<file path="src/rtl/cpu_types_pkg.sv">
// rtl/cpu_types_pkg.sv - shared CPU word/RAM types plus memory scheduler state encoding
package cpu_types_pkg;

   localparam int WORD_W = 32;

   typedef logic [WORD_W-1:0] word_t;

   typedef enum logic [1:0] {
      FREE   = 2'd0,
      BUSY   = 2'd1,
      ACCESS = 2'd2,
      ERROR  = 2'd3
   } ramstate_t;

   typedef enum logic [1:0] {
      IDLE   = 2'd0,
      IGRANT = 2'd1,
      DREAD  = 2'd2,
      DWRITE = 2'd3
   } sched_state_t;

   function automatic logic is_data_grant(input sched_state_t s);
      return (s == DREAD) || (s == DWRITE);
   endfunction

endpackage

</file>
<file path="src/rtl/memory_scheduler_if.sv">
// rtl/memory_scheduler_if.sv - fetch, memory-stage and RAM signals shared through the scheduler
interface memory_scheduler_if;
   import cpu_types_pkg::*;

   logic      iREN;
   word_t     iaddr;
   logic      iwait;
   word_t     iload;

   logic      dREN;
   logic      dWEN;
   word_t     daddr;
   word_t     dstore;
   logic      dwait;
   word_t     dload;

   logic      ramREN;
   logic      ramWEN;
   word_t     ramaddr;
   word_t     ramstore;
   word_t     ramload;
   ramstate_t ramstate;

   modport sched (
      input  iREN, iaddr, dREN, dWEN, daddr, dstore, ramload, ramstate,
      output iwait, iload, dwait, dload, ramREN, ramWEN, ramaddr, ramstore
   );

   modport fetch (
      output iREN, iaddr,
      input  iwait, iload
   );

   modport mem (
      output dREN, dWEN, daddr, dstore,
      input  dwait, dload
   );

   modport ram (
      input  ramREN, ramWEN, ramaddr, ramstore,
      output ramload, ramstate
   );

endinterface

</file>
<file path="src/rtl/sched_starve_ctr.sv">
// rtl/sched_starve_ctr.sv - saturating count of data grants issued while an instruction read waits
module sched_starve_ctr #(
   parameter int LIMIT = 4
) (
   input  logic clk_i,
   input  logic rst_ni,
   input  logic inc_i,
   input  logic clr_i,
   output logic hit_o
);

   localparam int W = $clog2(LIMIT + 1);
   localparam logic [W-1:0] MAX = W'(LIMIT);

   logic [W-1:0] cnt_q;
   logic [W-1:0] cnt_d;

   // Clear wins over increment so an IGRANT entry always restarts the window.
   always_comb begin
      cnt_d = cnt_q;
      if (clr_i) begin
         cnt_d = '0;
      end else if (inc_i && (cnt_q != MAX)) begin
         cnt_d = cnt_q + W'(1);
      end
   end

   always_ff @(posedge clk_i or negedge rst_ni) begin
      if (!rst_ni) begin
         cnt_q <= '0;
      end else begin
         cnt_q <= cnt_d;
      end
   end

   assign hit_o = (cnt_q == MAX);

endmodule

</file>
<file path="src/rtl/memory_scheduler.sv">
// rtl/memory_scheduler.sv - single-port RAM arbiter for fetch and memory stages
// Optional starvation guard: MEMORY_SCHEDULER_STARVE_GUARD_EN.
module memory_scheduler
   import cpu_types_pkg::*;
#(
   parameter int STARVE_LIMIT = 4
) (
   input  logic               CLK,
   input  logic               nRST,
   memory_scheduler_if.sched  bus
);

   sched_state_t state_q;
   sched_state_t state_d;
   logic         starve_hit;

   always_ff @(posedge CLK or negedge nRST) begin
      if (!nRST) begin
         state_q <= IDLE;
      end else begin
         state_q <= state_d;
      end
   end

   always_comb begin
      state_d      = state_q;
      bus.ramREN   = 1'b0;
      bus.ramWEN   = 1'b0;
      bus.ramaddr  = '0;
      bus.ramstore = '0;
      bus.iwait    = bus.iREN;
      bus.dwait    = bus.dREN | bus.dWEN;
      bus.iload    = '0;
      bus.dload    = '0;

      case (state_q)
         IDLE: begin
            if (bus.iREN && starve_hit) begin
               state_d = IGRANT;
            end else if (bus.dWEN) begin
               state_d = DWRITE;
            end else if (bus.dREN) begin
               state_d = DREAD;
            end else if (bus.iREN) begin
               state_d = IGRANT;
            end
         end

         IGRANT: begin
            bus.ramREN  = 1'b1;
            bus.ramaddr = bus.iaddr;
            if (!bus.iREN) begin
               state_d = IDLE;
            end else if (bus.ramstate == ACCESS) begin
               bus.iwait = 1'b0;
               bus.iload = bus.ramload;
               state_d   = IDLE;
            end else if (bus.ramstate == ERROR) begin
               state_d = IDLE;
            end
         end

         DREAD: begin
            bus.ramREN  = 1'b1;
            bus.ramaddr = bus.daddr;
            if (!bus.dREN) begin
               state_d = IDLE;
            end else if (bus.ramstate == ACCESS) begin
               bus.dwait = 1'b0;
               bus.dload = bus.ramload;
               state_d   = IDLE;
            end else if (bus.ramstate == ERROR) begin
               state_d = IDLE;
            end
         end

         DWRITE: begin
            bus.ramWEN   = 1'b1;
            bus.ramaddr  = bus.daddr;
            bus.ramstore = bus.dstore;
            if (!bus.dWEN) begin
               state_d = IDLE;
            end else if (bus.ramstate == ACCESS) begin
               bus.dwait = 1'b0;
               state_d   = IDLE;
            end else if (bus.ramstate == ERROR) begin
               state_d = IDLE;
            end
         end

         default: begin
            state_d = IDLE;
         end
      endcase
   end

`ifdef MEMORY_SCHEDULER_STARVE_GUARD_EN
   logic starve_inc;
   logic starve_clr;

   // Only grants decided in IDLE count; retries after ERROR count again as new grants.
   assign starve_inc = (state_q == IDLE) && is_data_grant(state_d) && bus.iREN;
   assign starve_clr = (state_q == IDLE) && ((state_d == IGRANT) || !bus.iREN);

   sched_starve_ctr #(
      .LIMIT (STARVE_LIMIT)
   ) u_starve (
      .clk_i  (CLK),
      .rst_ni (nRST),
      .inc_i  (starve_inc),
      .clr_i  (starve_clr),
      .hit_o  (starve_hit)
   );
`else
   logic unused_starve_limit;

   assign starve_hit          = 1'b0;
   assign unused_starve_limit = ^STARVE_LIMIT;
`endif

endmodule

</file>
<file path="src/flat_wrapper.sv">
// flat-port wrapper written by rule: the top's interface ports become plain ports
module memory_scheduler_flat import cpu_types_pkg::*;
#(
   parameter int STARVE_LIMIT = 4
)
  (CLK, nRST, bus_iREN, bus_iaddr, bus_dREN, bus_dWEN, bus_daddr, bus_dstore, bus_ramload, bus_ramstate, bus_iwait, bus_iload, bus_dwait, bus_dload, bus_ramREN, bus_ramWEN, bus_ramaddr, bus_ramstore);
  memory_scheduler_if bus_i ();
  input  logic CLK;
  input  logic nRST;
  input wire logic [$bits(bus_i.iREN)-1:0] bus_iREN;
  input wire logic [$bits(bus_i.iaddr)-1:0] bus_iaddr;
  input wire logic [$bits(bus_i.dREN)-1:0] bus_dREN;
  input wire logic [$bits(bus_i.dWEN)-1:0] bus_dWEN;
  input wire logic [$bits(bus_i.daddr)-1:0] bus_daddr;
  input wire logic [$bits(bus_i.dstore)-1:0] bus_dstore;
  input wire logic [$bits(bus_i.ramload)-1:0] bus_ramload;
  input wire logic [$bits(bus_i.ramstate)-1:0] bus_ramstate;
  output wire logic [$bits(bus_i.iwait)-1:0] bus_iwait;
  output wire logic [$bits(bus_i.iload)-1:0] bus_iload;
  output wire logic [$bits(bus_i.dwait)-1:0] bus_dwait;
  output wire logic [$bits(bus_i.dload)-1:0] bus_dload;
  output wire logic [$bits(bus_i.ramREN)-1:0] bus_ramREN;
  output wire logic [$bits(bus_i.ramWEN)-1:0] bus_ramWEN;
  output wire logic [$bits(bus_i.ramaddr)-1:0] bus_ramaddr;
  output wire logic [$bits(bus_i.ramstore)-1:0] bus_ramstore;
  assign bus_i.iREN = bus_iREN;
  assign bus_i.iaddr = bus_iaddr;
  assign bus_i.dREN = bus_dREN;
  assign bus_i.dWEN = bus_dWEN;
  assign bus_i.daddr = bus_daddr;
  assign bus_i.dstore = bus_dstore;
  assign bus_i.ramload = bus_ramload;
  assign bus_i.ramstate = bus_ramstate;
  assign bus_iwait = bus_i.iwait;
  assign bus_iload = bus_i.iload;
  assign bus_dwait = bus_i.dwait;
  assign bus_dload = bus_i.dload;
  assign bus_ramREN = bus_i.ramREN;
  assign bus_ramWEN = bus_i.ramWEN;
  assign bus_ramaddr = bus_i.ramaddr;
  assign bus_ramstore = bus_i.ramstore;
  memory_scheduler #(.STARVE_LIMIT(STARVE_LIMIT)) u_core (.CLK(CLK), .nRST(nRST), .bus(bus_i));
endmodule
</file>
<file path="config.mk">
export PLATFORM = sky130hd
export DESIGN_NAME = memory_scheduler_flat
export DESIGN_NICKNAME = d
export VERILOG_FILES = /design/src/rtl/cpu_types_pkg.sv /design/src/rtl/memory_scheduler_if.sv /design/src/rtl/sched_starve_ctr.sv /design/src/rtl/memory_scheduler.sv /design/src/flat_wrapper.sv
export SDC_FILE = /design/constraint.sdc
export NUM_CORES = 1
export LEC_CHECK = 0
export ABC_AREA = 1
export CAP_MARGIN = 10
export CELL_PAD_IN_SITES_DETAIL_PLACEMENT = 0
export CELL_PAD_IN_SITES_GLOBAL_PLACEMENT = 1
export CORE_MARGIN = 4
export CORE_UTILIZATION = 10
export CTS_CLUSTER_SIZE = 20
export DETAILED_ROUTE_END_ITERATION = 10
export PLACE_DENSITY_LB_ADDON = 0.1
export SYNTH_ARGS = -nofsm -noshare
export SYNTH_HDL_FRONTEND = slang
export SYNTH_SLANG_ARGS = --single-unit
</file>
<file path="constraint.sdc">
create_clock -name CLK -period 2.15 [get_ports CLK]
set_input_delay 0.43 -clock CLK [delete_from_list [all_inputs] [get_ports CLK]]
set_output_delay 0.43 -clock CLK [all_outputs]
set_load 0.1 [all_outputs]
</file>
======== Word-level counts from Yosys, hierarchy flattened ========
Index checks and enable logic that the tools add are counted.
operators by class
  bitwise logic cells ..................... 1
  divide/modulo/power cells ............... 0
  order comparisons ....................... 0
  $mul .................................... 0
  reductions and logical operators ........ 3
  mux-type cells .......................... 25
  shifts and indexed selects .............. 0
  equal/unequal tests ..................... 6
  add/sub/neg operators ................... 0
operators with widths
  kind                                            number
  2-to-1 mux 32 bit                               6
  case mux 32 bit (2 select lines)                1
  2-to-1 mux 2 bit                                8
  == test 2 bit (second input constant)           4
  2-to-1 mux 1 bit                                8
  case mux 2 bit (4 select lines)                 1
  != test 4 bit (second input constant)           1
  OR reduction 2 bit                              2
  == test 2 x 1 -> 1 bit (second input constant)  1
  logical NOT 2 bit                               1
  case mux 1 bit (2 select lines)                 1
  OR 1 bit                                        1
storage, ports and cells
  input port bits ......................... 135
  bits in read-only memories .............. 0
  latch bits .............................. 0
  output and inout bits ................... 132
  RAM bits ................................ 0
  bits in registers ....................... 2
  memories ................................ 0

======== Depth between registers and ports, before layout ========
  depth in word-level cells ............... 5
  gate-level depth with buffers ........... 11

======== Worst setup path before layout ========
No wires, ideal clock.
  path kind ............................... register -> output
  start ................................... register u_core.state_q[1]
  end ..................................... output port bus_iload[31]
  buffers on the path ..................... 3
  required time ........................... 1.720 ns
  data arrival time ....................... 3.203 ns
  cell stages (with the launch flop) ...... 8
  path slack .............................. -1.483 ns
  cell sequence ........................... dfrtp_1 > buf_2 > buf_2 > inv_1 > ha_1 > buf_2 > nand2_2 > nor3_1
between the ends
  word-level cells in the longest chain between the ends .. 2
ends and longest elaborated chain
  element                 RTL line                source
  start, declared         memory_scheduler.sv:13  sched_state_t state_q;
  start signal, assigned  memory_scheduler.sv:21  state_q <= state_d;
  == test 2 x 1 -> 1 bit  memory_scheduler.sv:36  case (state_q)
  2-to-1 mux 32 bit       memory_scheduler.sv:36
  end, declared           flat_wrapper.sv:19      output wire logic [$bits(bus_i.iload)-1:0] bus_iload;
No other way between the ends.

======== Final worst setup path ========
  start ................................... input port bus_iREN
  end ..................................... output port bus_iload[28]
between the ends
  word-level cells in the longest chain between the ends .. 2
ends and longest elaborated chain
  element            RTL line                source
  start, declared    flat_wrapper.sv:10      input wire logic [$bits(bus_i.iREN)-1:0] bus_iREN;
  2-to-1 mux 32 bit  memory_scheduler.sv:52  if (!bus.iREN) begin
  2-to-1 mux 32 bit  memory_scheduler.sv:36
No other way between the ends.

==> flow_summary.yaml <==
timing:
  finalHoldViolCount: 0
  period_share_pct: 97.74
  setup_viol: 0
  tightest_slew_ns: 0.3318
  clock_skew_ns: 0.001330
  slew_viol_final: 0
  fmax_mhz: 475.9
  min_period_ns: 2.101
  maxSlewHeadroom_pct: 77.88
  rsz0062_at_grt: "no"
synthesis:
  synth-simple-area-share_pct: 57.32
  synth-xor-area-share_pct: 0
  synth_fa_ha_area_share_pct: 4.355
  syn_area_um2: 1436
  synth_nets: 461
  syn-mean-instance-area_um2: 4.475
  synthCells: 321
  synth-seq-cells: 2
  synth_top_family_by_area: "simple AND/OR/NAND/NOR gates"
  netlist-cell-type-count: 18
  yosysSeqAreaShare_pct: 3.484
  synth-compound-area-share_pct: 13.59
  synth_warnings: 0
  synth_mux_area_share_pct: 0
detailed_routing:
  drtIter0Drc: 35
  drt_wl_total_mm: 11.36
  detail-route-antenna-nets: 0
  first_pass_iters: 4
  route.vias.total: 2969
  drc_errors: 0
  routedWlPerCell_um: 14.60
  viasPerCell: 3.816
setup_path:
  required_ns: 1.72
  slowest_delay_ns: 0.59
  worstPathArrival_ns: 1.67
  criticalPathCategory: "in2out"
  slowest_stage: "clkdlybuf4s50_1"
  crit_fanout: 8
  crit_path_start_kind: "primary input"
  cp-end-kind: "primary output"
  worstPathCellList: "clkdlybuf4s50_1 -> nand2_8 -> clkbuf_16 -> nor2_4 -> buf_12"
floorplanning:
  io_pins: 267
  dieArea_um2: 16350
  core_area_um2: 13990
  fp.dieW_um: 127.9
  chipHeight_um: 127.9
  start_util_pct: 10.27
  fp-row-count: 43
grt:
  globalRouteOverflowTotal: 0
  gr-usage-all-layers_pct: 13.09
  grt_pass1_vias: 3188
  grt_max_degree: 32
  grt_pass1_wl_mm: 17.03
  antenna_found_initial: 0
final_layout:
  regMostFlops: "u_core.state_q"
  fin_nets: 739
  multiInputGateArea_um2: 2131
  nFillCells: 1262
  post-route-util_pct: 51.63
  regArea_um2: 51.30
  drive_above_1_share_pct: 60.13
  finalInstanceArea_um2: 7222
  largest_register_ffs: 2
  largestRegisters: "u_core.state_q x2"
  area.growth.synth_to_final_pct: 402.8
clock_tree:
  clock_sinks: 2
  cts_buffer_depth: 2
  cts_root_buffer: "clkbuf_16"
  cts-htree-levels: 1
  clk_latency_ns: 0.22
  cts_made_buffers: 3
  hold_buffers: 0
  tritoncts: "done"
  worst_setup_hold_path_clk_slew_ns: 0.03
run:
  maxCapViolCount: 0
power_and_ir_drop:
  powerDensity_nw_per_um2: 1149
  vdd_drop_max_uv: 521.3
  static-leakage-power_nw: 2.432
  power_mw: 8.301
hold_path:
  min_path_type: "in2async"
outcome:
  outcome: "finished clean"
placed_design:
  post_dp_cell_area_um2: 6845
  dp_hpwl_mm: 9.727
  port_buffers: 266
  gp_congestion: 0.7354
-- worst paths after layout --
| check | from | end | slack, ns | cells after the start |
|---|---|---|---|---|
| worst max-delay path | bus_iREN | bus_iload[28] | 0.05 | 5 |
| worst min-delay path | nRST | u_core.state_q[1] | 0.38 | 1 |
| worst max register to register | u_core.state_q[0] | u_core.state_q[0] | 0.65 | 8 |
| worst min register to register | u_core.state_q[1] | u_core.state_q[1] | 0.59 | 2 |
| max in group asynchronous | nRST | u_core.state_q[1] | 1.64 | 1 |
| min in group CLK | u_core.state_q[1] | u_core.state_q[1] | 0.59 | 2 |
-- per-stage QoR --
stage / hold WS (ns) / instances / setup TNS [ns] / setup WS, ns
final: 0.3791 / 778 / 0 / 0.04860
after CTS: 0.3801 / 775 / 0 / 0.009526
after floorplan: 0.1344 / 321 / -3.421 / -0.1775
after global routing: 0.3803 / 777 / 0 / 0.0008482
after global placement: 0.5490 / 765 / -3.657 / -0.08536
after detailed placement: 0.5557 / 765 / -5.774 / -0.1279
-- power by group --
group	leakage (nW)	switching, mW	internal [mW]	total [mW]
sequential	0.0237	0.0369	0.0576	0.0945
clock	0.0370	0.0399	0.236	0.276
combinational	2.37	5.13	2.80	7.93
-- cells in the mapped netlist, drive strengths merged --
cell type,instances,area [um^2]
nor3,1,5.000
buf,22,140.1
a21oi,35,175.2
o21ai,4,20.02
nand3b,1,7.510
clkbuf,3,11.26
nand3,3,15.01
nand2,139,544.3
nor2,65,251.5
inv,41,153.9
ha,5,62.56
dfrtp,2,50.05
-- area by class of cell --
class	instances	share of cell area, %
tap	180	3.119
multi-input combinational	253	29.50
inverter	41	3.881
antenna	1	0.03465
timing repair buffer	298	61.71
sequential	2	0.7103
clock buffer	3	1.040
-- cells by family (layout without fill, tap and decap cells) --
family,count (synthesis),after routing
adder cells (fa/ha/maj),5,5
flip-flops,2,2
AND/OR/NAND/NOR,209,209
buffers and inverters,66,342
AO/OA/AOI/OAI,39,39
other,0,1
-- per-layer routing --
metal | GRT usage, % | part of all wire [%] | up-vias
met5 | 0 | 0 | -
met4 | 2.684 | 1.1 | 0
met3 | 4.583 | 9.8 | 6
met2 | 25.29 | 55 | 139
met1 | 13.51 | 34 | 1315
li1 | - | - | 1509
-- layout by cell type (no fill, tap or decap), types with 2 or more instances in the layout --
master / instances
buf_12: 142
clkdlybuf4s50_1: 132
nand2_1: 86
nor2_4: 63
nand2_2: 45
a21oi_4: 33
clkinvlp_4: 33
buf_4: 15
nand2_4: 7
inv_1: 5
clkbuf_16: 4
nand3_1: 3
o21ai_0: 3
ha_4: 3
buf_16: 3
inv_2: 2
a21oi_1: 2
dlygate4sd2_1: 2
buf_6: 2
-- worst max-delay path: cells and delay by family --
family / cells / cell delay, ns
simple gates: 2 / 0.25
buf+inv: 3 / 0.98
-- what timing repair did --
action / CTS / global route
endpoints found under the setup margin: 97 / 47
buffers inserted: 4 / 1
gates resized for setup: 31 / 5
cloned: 3 / 1
pin swaps: 2 / 1
Power figures use the tool's default switching activity.
